$ cat src/rtl/midi_voice_allocator.sv
// MIDI byte-stream parser with polyphonic voice allocation: note-on/off and
// all-notes-off drive per-voice note, velocity and gate, with round-robin stealing.
module midi_voice_allocator #(
  parameter int NUM_VOICES = 4
) (
  input  logic                    clk,
  input  logic                    rst,
  input  logic [7:0]              rx_data,
  input  logic                    rx_valid,
  input  logic [3:0]              channel,
  output logic [8*NUM_VOICES-1:0] voice_note,
  output logic [8*NUM_VOICES-1:0] voice_velocity,
  output logic [NUM_VOICES-1:0]   voice_gate,
  output logic                    msg_error,
  output logic [1:0]              parser_state,
  output logic [2:0]              steal_ptr
);

  // Input handshake: rx_valid is a one-cycle strobe with no back-pressure; every
  // cycle with rx_valid=1 delivers exactly one byte, which is always consumed.

  typedef enum logic [1:0] {
    IDLE    = 2'd0,
    WAIT_D1 = 2'd1,
    WAIT_D2 = 2'd2,
    SKIP    = 2'd3
  } state_t;

  state_t                state;
  logic [7:0]            run_status;
  logic [6:0]            d1_q;
  logic [6:0]            note_q [NUM_VOICES];
  logic [6:0]            vel_q  [NUM_VOICES];
  logic [NUM_VOICES-1:0] gate_q;
  logic [NUM_VOICES-1:0] retrig_q;

  logic       is_data, is_realtime, is_system, is_channel, one_data_msg;
  logic       complete, ch_match, ev_on, ev_off, ev_all_off;
  logic [3:0] msg_type;
  logic [6:0] d2;

  assign is_data      = ~rx_data[7];
  assign is_realtime  = rx_data >= 8'hF8;
  assign is_system    = (rx_data[7:4] == 4'hF) && !is_realtime;
  assign is_channel   = rx_data[7] && (rx_data[7:4] != 4'hF);
  assign msg_type     = run_status[7:4];
  assign one_data_msg = (msg_type == 4'hC) || (msg_type == 4'hD);
  assign d2           = rx_data[6:0];

  // Single-data messages (program change, channel pressure) have no output effect,
  // so only two-data completions can raise an event.
  assign complete   = rx_valid && is_data && (state == WAIT_D2);
  assign ch_match   = run_status[3:0] == channel;
  assign ev_on      = complete && ch_match && (msg_type == 4'h9) && (d2 != 7'd0);
  assign ev_off     = complete && ch_match &&
                      ((msg_type == 4'h8) || ((msg_type == 4'h9) && (d2 == 7'd0)));
  assign ev_all_off = complete && ch_match && (msg_type == 4'hB) && (d1_q == 7'h7B);

  logic [NUM_VOICES-1:0] g_eff, n_gate, n_retrig;
  logic [6:0]            n_note [NUM_VOICES];
  logic [6:0]            n_vel  [NUM_VOICES];
  logic [2:0]            n_ptr, hit_idx, free_idx;
  logic                  hit_found, free_found;

  // A pending retrigger counts as gated, so events in the following cycle apply
  // on top of it and a note-off can cancel it.
  always_comb begin
    g_eff      = gate_q | retrig_q;
    n_gate     = g_eff;
    n_retrig   = '0;
    n_ptr      = steal_ptr;
    hit_found  = 1'b0;
    free_found = 1'b0;
    hit_idx    = 3'd0;
    free_idx   = 3'd0;
    for (int i = 0; i < NUM_VOICES; i++) begin
      n_note[i] = note_q[i];
      n_vel[i]  = vel_q[i];
    end
    for (int i = 0; i < NUM_VOICES; i++) begin
      if (!hit_found && g_eff[i] && (note_q[i] == d1_q)) begin
        hit_found = 1'b1;
        hit_idx   = 3'(i);
      end
      if (!free_found && !g_eff[i]) begin
        free_found = 1'b1;
        free_idx   = 3'(i);
      end
    end
    if (ev_on) begin
      if (hit_found) begin
        for (int i = 0; i < NUM_VOICES; i++)
          if (3'(i) == hit_idx) n_vel[i] = d2;
      end else if (free_found) begin
        for (int i = 0; i < NUM_VOICES; i++) begin
          if (3'(i) == free_idx) begin
            n_note[i] = d1_q;
            n_vel[i]  = d2;
            n_gate[i] = 1'b1;
          end
        end
      end else begin
        // Steal: drop the gate for one cycle so the envelope retriggers.
        for (int i = 0; i < NUM_VOICES; i++) begin
          if (3'(i) == steal_ptr) begin
            n_note[i]   = d1_q;
            n_vel[i]    = d2;
            n_gate[i]   = 1'b0;
            n_retrig[i] = 1'b1;
          end
        end
        n_ptr = (steal_ptr == 3'(NUM_VOICES - 1)) ? 3'd0 : steal_ptr + 3'd1;
      end
    end else if (ev_off) begin
      for (int i = 0; i < NUM_VOICES; i++)
        if (g_eff[i] && (note_q[i] == d1_q)) n_gate[i] = 1'b0;
    end else if (ev_all_off) begin
      n_gate = '0;
    end
  end

  always_ff @(posedge clk) begin
    if (rst) begin
      state      <= IDLE;
      run_status <= 8'h00;
      d1_q       <= 7'd0;
      msg_error  <= 1'b0;
      steal_ptr  <= 3'd0;
      gate_q     <= '0;
      retrig_q   <= '0;
      for (int i = 0; i < NUM_VOICES; i++) begin
        note_q[i] <= 7'd0;
        vel_q[i]  <= 7'd0;
      end
    end else begin
      msg_error <= rx_valid && is_data && (state == IDLE);
      gate_q    <= n_gate;
      retrig_q  <= n_retrig;
      steal_ptr <= n_ptr;
      for (int i = 0; i < NUM_VOICES; i++) begin
        note_q[i] <= n_note[i];
        vel_q[i]  <= n_vel[i];
      end
      if (rx_valid) begin
        if (is_channel) begin
          run_status <= rx_data;
          state      <= WAIT_D1;
        end else if (is_system) begin
          run_status <= 8'h00;
          state      <= SKIP;
        end else if (is_data) begin
          case (state)
            WAIT_D1: begin
              d1_q  <= d2;
              state <= one_data_msg ? WAIT_D1 : WAIT_D2;
            end
            WAIT_D2: state <= WAIT_D1;
            default: state <= state;
          endcase
        end
      end
    end
  end

  assign parser_state = state;
  assign voice_gate   = gate_q;

  for (genvar g = 0; g < NUM_VOICES; g++) begin : g_pack
    assign voice_note[8*g +: 8]     = {1'b0, note_q[g]};
    assign voice_velocity[8*g +: 8] = {1'b0, vel_q[g]};
  end

endmodule
$ cat config.mk
export PLATFORM = sky130hd
export DESIGN_NAME = midi_voice_allocator
export DESIGN_NICKNAME = d
export VERILOG_FILES = /design/src/rtl/midi_voice_allocator.sv
export SDC_FILE = /design/constraint.sdc
export NUM_CORES = 1
export LEC_CHECK = 0
export CORE_MARGIN = 2
export CORE_UTILIZATION = 45
export CTS_CLUSTER_DIAMETER = 100
export DETAILED_ROUTE_END_ITERATION = 10
export MAX_ROUTING_LAYER = met4
export PLACE_DENSITY = 0.82
export SYNTH_ARGS = -nofsm -noshare
export SYNTH_HDL_FRONTEND = slang
export SYNTH_SLANG_ARGS = --single-unit
$ cat constraint.sdc
create_clock -name clk -period 3.5 [get_ports clk]
set_input_delay 0.35 -clock clk [delete_from_list [all_inputs] [get_ports clk]]
set_output_delay 0.35 -clock clk [all_outputs]
set_load 0.02 [all_outputs]
Word level (Yosys, flattened, before mapping)
Memories as Yosys holds them, arrays and structs flattened.
Cells that the tools add are included.
Operators by class
  add/subtract/negate cells: 1
  $lt $le $gt $ge: 1
  equality and inequality tests: 26
  muxes and demuxes: 80
  bitwise operators: 15
  reductions and logical operators: 49
Operators by type and width (count)
  2-to-1 mux 7 bit: 28
  2-to-1 mux 28 bit: 6
  2-to-1 mux 1 bit: 29
  equality test 7 bit: 4
  logical AND 1 bit: 25
  equality test 4 bit (second input constant): 6
  2-to-1 mux 4 bit: 5
  equality test 2 x 3 -> 1 bit (first input constant): 6
  2-to-1 mux 8 bit: 2
  2-to-1 mux 3 bit: 4
  2-to-1 mux 2 bit: 5
  equality test 1 x 3 -> 1 bit (first input constant): 3
  logical NOT 1 bit: 9
  logical NOT 3 bit: 3
  >= comparator 8 bit (second input constant): 1
  bitwise OR 1 bit: 8
  equality test 7 bit (second input constant): 1
  logical NOT 7 bit: 1
  nonzero test 7 bit: 1
  NOT 1 bit: 6
  AND reduction 3 bit: 2
  AND reduction 5 bit: 1
  equality test 4 bit: 1
  inequality test 4 bit (second input constant): 1
  13 further kinds: 14
Word-level totals
  bits in registers: 29
  bits in writable memories: 56
  output and inout port bits: 74
  memories: 2
Memories
  note_q: words 4, width 7, rd ports 4, clocked after memory_dff 0, write ports 4, line 32  | logic [6:0] note_q [NUM_VOICES];
  vel_q: words 4, width 7, rd ports 4, clocked after memory_dff 0, write ports 4, line 33  | logic [6:0] vel_q [NUM_VOICES];

Depth between registers and ports, before layout
An unclocked memory read counts as a cell.
  word-level depth: 21
  mapped depth: 9
  gate-level depth less buffers: 8

Least setup slack after synthesis
OpenSTA, ideal clock, no wires.
  path kind: reg-to-reg
  start: register state[1], in the netlist parser_state[1]
  end: memory note_q[3][6]
  library setup time: 132 ps
  arrival time: 2131 ps
  data required time: 3368 ps
  setup slack: 1236 ps
  stages on the path, launching flop included: 9
  period minus slack after synthesis: 2264 ps
  cell sequence: dfxtp_1 ha_1 and4bb_1 nor4b_4 o211ai_4 or4_1 clkbuf_1 o21ai_0 a21oi_1
RTL lines
  start: declaration: line 29  | state_t state;
  start signal: assignment: line 155  | state <= one_data_msg ? WAIT_D1 : WAIT_D2;
  start signal: assignment: line 158  | default: state <= state;
  end: declaration: line 32

==> flow_metrics.py <==
metrics = {
    "yosys": {
        "async_flop_share_pct": 0,
        "ys_types": 70,
        "yosysWarningCount": 0,
        "synth_edf_count": 0,
        "synth_xor_area_share_pct": 7.03,
        "yosys.area_share.simple_pct": 21.4,
        "syn_inst": 485,
        "synth_top_family_by_area": "simple AND/OR/NAND/NOR gates",
        "synth_compound_area_share_pct": 17.8,
        "yosys_register_bits": 85,
        "synth.yosys.seq_area_share_pct": 38.5,
        "avgSynthCellArea_um2": 9.11,
        "synthMuxAreaShare_pct": 6.83,
        "synth_flop_cell": "dfxtp_1",
        "synth-adder-area-share_pct": 1.98,
        "synth_area_um2": 4420,
    },
    "critical_path": {
        "r2r-end": "vel_q[2][3]",
        "path_cells": "xnor2_2 > nand4_2 > nor3_1 > buf_4 > nor3b_1 > o211ai_2 > mux2i_1",
        "critical_path.max_fanout": 8,
        "timing.rr.start": "d1_q[1]",
        "critPathSlowestCell": "nor3b_1",
        "worst_ep_arrival_time_ns": 3.11,
        "slowest_delay_ns": 0.89,
        "end_kind": "flop",
        "path_class": "reg -> reg",
        "worst-r2r-setup-slack_ns": 0.68,
        "worstSetupStartpointType": "flop",
        "reg2reg_depth": 7,
        "crit_required_ns": 3.79,
    },
    "detailed_routing": {
        "dr.pass1.iters": 6,
        "drtAntennaViolNets": 0,
        "via_count": 4059,
        "drc": 0,
        "via_per_inst": 5.79,
        "drt_iter0_drc": 327,
        "routed_wl_um": 12100,
        "post_drt_wl_per_cell_um": 17.2,
    },
    "power": {
        "leakage_nw": 1.96,
        "p_per_area_nw_per_um2": 339,
        "ir_drop_mv": 0.226,
        "power_mw": 1.85,
    },
    "finish": {
        "final_area_um2": 5460,
        "diodes": 0,
        "fillers": 871,
        "final_cell_mix": "dfxtp_1 (85), clkdlybuf4s50_1 (79), o21ai_0 (45)",
        "final_common_cell": "dfxtp_1",
        "fin_nets": 585,
        "syn_to_final_growth_pct": 23.5,
        "drive_gt1_share_pct": 9.86,
    },
    "timing": {
        "slew_violations": 0,
        "hold_viol": 0,
        "fin_skew_ns": 0.0101,
        "tightestPinTransition_ns": 1.13,
        "max_freq_ghz": 0.355,
        "tns_ns": 0,
        "rsz0062_at_grt": "false",
        "finalCritPeriodShare_pct": 80.5,
        "slew_headroom_pct": 24.7,
        "period_minus_slack_ns": 2.82,
        "timing.hold.ws_ns": 0.482,
        "setup_viol": 0,
    },
    "floorplan": {
        "die_area_um2": 10600,
        "fp.dieH_um": 103,
        "core_area_um2": 9640,
        "pin_count": 89,
        "row_count": 36,
        "start_util_pct": 45.8,
        "fp.dieW_um": 103,
    },
    "hold_path": {
        "hold_start": "vel_q[0][2]",
        "hold_end": "vel_q[0][2]",
        "whs_path_depth": 2,
        "hold_class": "reg -> reg",
    },
    "cts": {
        "cts_hold_buffers": 0,
        "cts_root_buf": "clkbuf_8",
        "cts.path.max_buffers": 2,
        "cts.sinks": 85,
        "cts_tree": "yes",
        "clk_pin_slew_ns": 0.10,
        "post_cts_buffers": 0,
        "insertion_delay_ns": 0.37,
        "cts_buffers": 9,
        "h-tree-depth": 3,
        "ctsResizeCount": 0,
    },
    "global_route": {
        "grt_usage_pct": 23.9,
        "grt_pass1_vias": 3851,
        "antenna_found_initial": 0,
        "grt_start_max_net_pins": 60,
        "grt.overflow.total": 0,
        "grt_pass1_wl_um": 19300,
    },
    "run_status": {
        "outcome": "complete, no violations",
    },
    "placed_design": {
        "portBuffers": 80,
        "postPlaceCellArea_um2": 5260,
        "place_hpwl_um": 8760,
        "gp_congestion": 0.935,
    },
    "run": {
        "drv_cap": 0,
    },
}
-- cell families (layout without fill, tap and decap cells) --
family	Yosys count	in the layout
buffers and inverters	41	117
adder cells (fa/ha/maj)	7	7
XOR/XNOR	32	32
multiplexers	30	30
flip-flops	85	85
AND/OR/NAND/NOR	165	165
other	1	8
AO/OA/AOI/OAI	124	124
-- metrics by stage --
step / util, % / std cells / worst slack [ns]
2_1_floorplan: - / 492 / 1.24
3_3_place_gp: 54.6 / 685 / 0.740
3_5_place_dp: 54.6 / 685 / 0.653
4_1_cts: 56.6 / 701 / 0.761
5_1_grt: 56.6 / 701 / 0.588
6_report: 56.6 / 701 / 0.684
-- state kept, by name, summed over array words and instances (netlist names) --
signal	flops
note_q	28
steal_ptr	3
vel_q	28
d1_q	7
parser_state	2
msg_error	1
retrig_q	4
voice_gate	4
run_status	8
-- final cells by class --
type / instances / area (µm²) / area share [%]
clock inverter: 7 / 71.3 / 1.31
tap: 133 / 166 / 3.05
timing repair buffer: 96 / 916 / 16.8
sequential: 85 / 1700 / 31.2
clock buffer: 9 / 124 / 2.27
multi-input combinational: 366 / 2460 / 45.1
inverter: 5 / 18.8 / 0.344
-- worst max path at each step --
stage                    start            to  slack (ns)  depth (start not counted)
2_1_floorplan  parser_state[1]  note_q[3][6]        1.24                          8
3_3_place_gp        rx_data[7]  note_q[3][6]        0.74                          7
3_5_place_dp        rx_data[7]  note_q[3][1]        0.65                          7
4_1_cts                d1_q[1]   vel_q[2][3]        0.76                          7
5_1_grt          voice_gate[3]   vel_q[2][3]        0.59                          6
6_report               d1_q[1]   vel_q[2][3]        0.68                          7
-- power by group --
group	internal (mW)	switching [mW]
clock network	0.284	0.422
logic	0.0610	0.0941
registers	0.976	0.0108
-- per-layer routing --
layer | wire [µm] | global-route usage [%] | vias to the layer above
met5 | 0 | - | -
met4 | 197 | 6.78 | 0
met3 | 901 | 4.61 | 25
met2 | 5710 | 38.4 | 203
met1 | 5270 | 30.7 | 1942
li1 | - | - | 1889
-- critical path: cells and delay by family (launching register included) --
kind	cells	cell delay, ns
buffers and inverters	1	0.18
DFF	1	0.57
and+or+nand+nor	3	1.12
AOI/OAI and AO/OA	1	0.44
muxes	1	0.29
xor gates and xnor gates	1	0.12
-- cell usage after synthesis, drive strengths merged (7+ instances only) --
library cell	n	area, µm²
nor3	12	65.1
buf	17	133
clkbuf	19	131
dfxtp	85	1700
a21oi	40	200
nor2	37	139
nand3	40	205
nand2	9	33.8
o21ai	46	230
nor4	8	62.6
xnor2	13	144
ha	7	87.6
mux2i	29	290
xor2	19	166
nand2b	25	156
No activity file was read; power rests on OpenSTA's default activity.
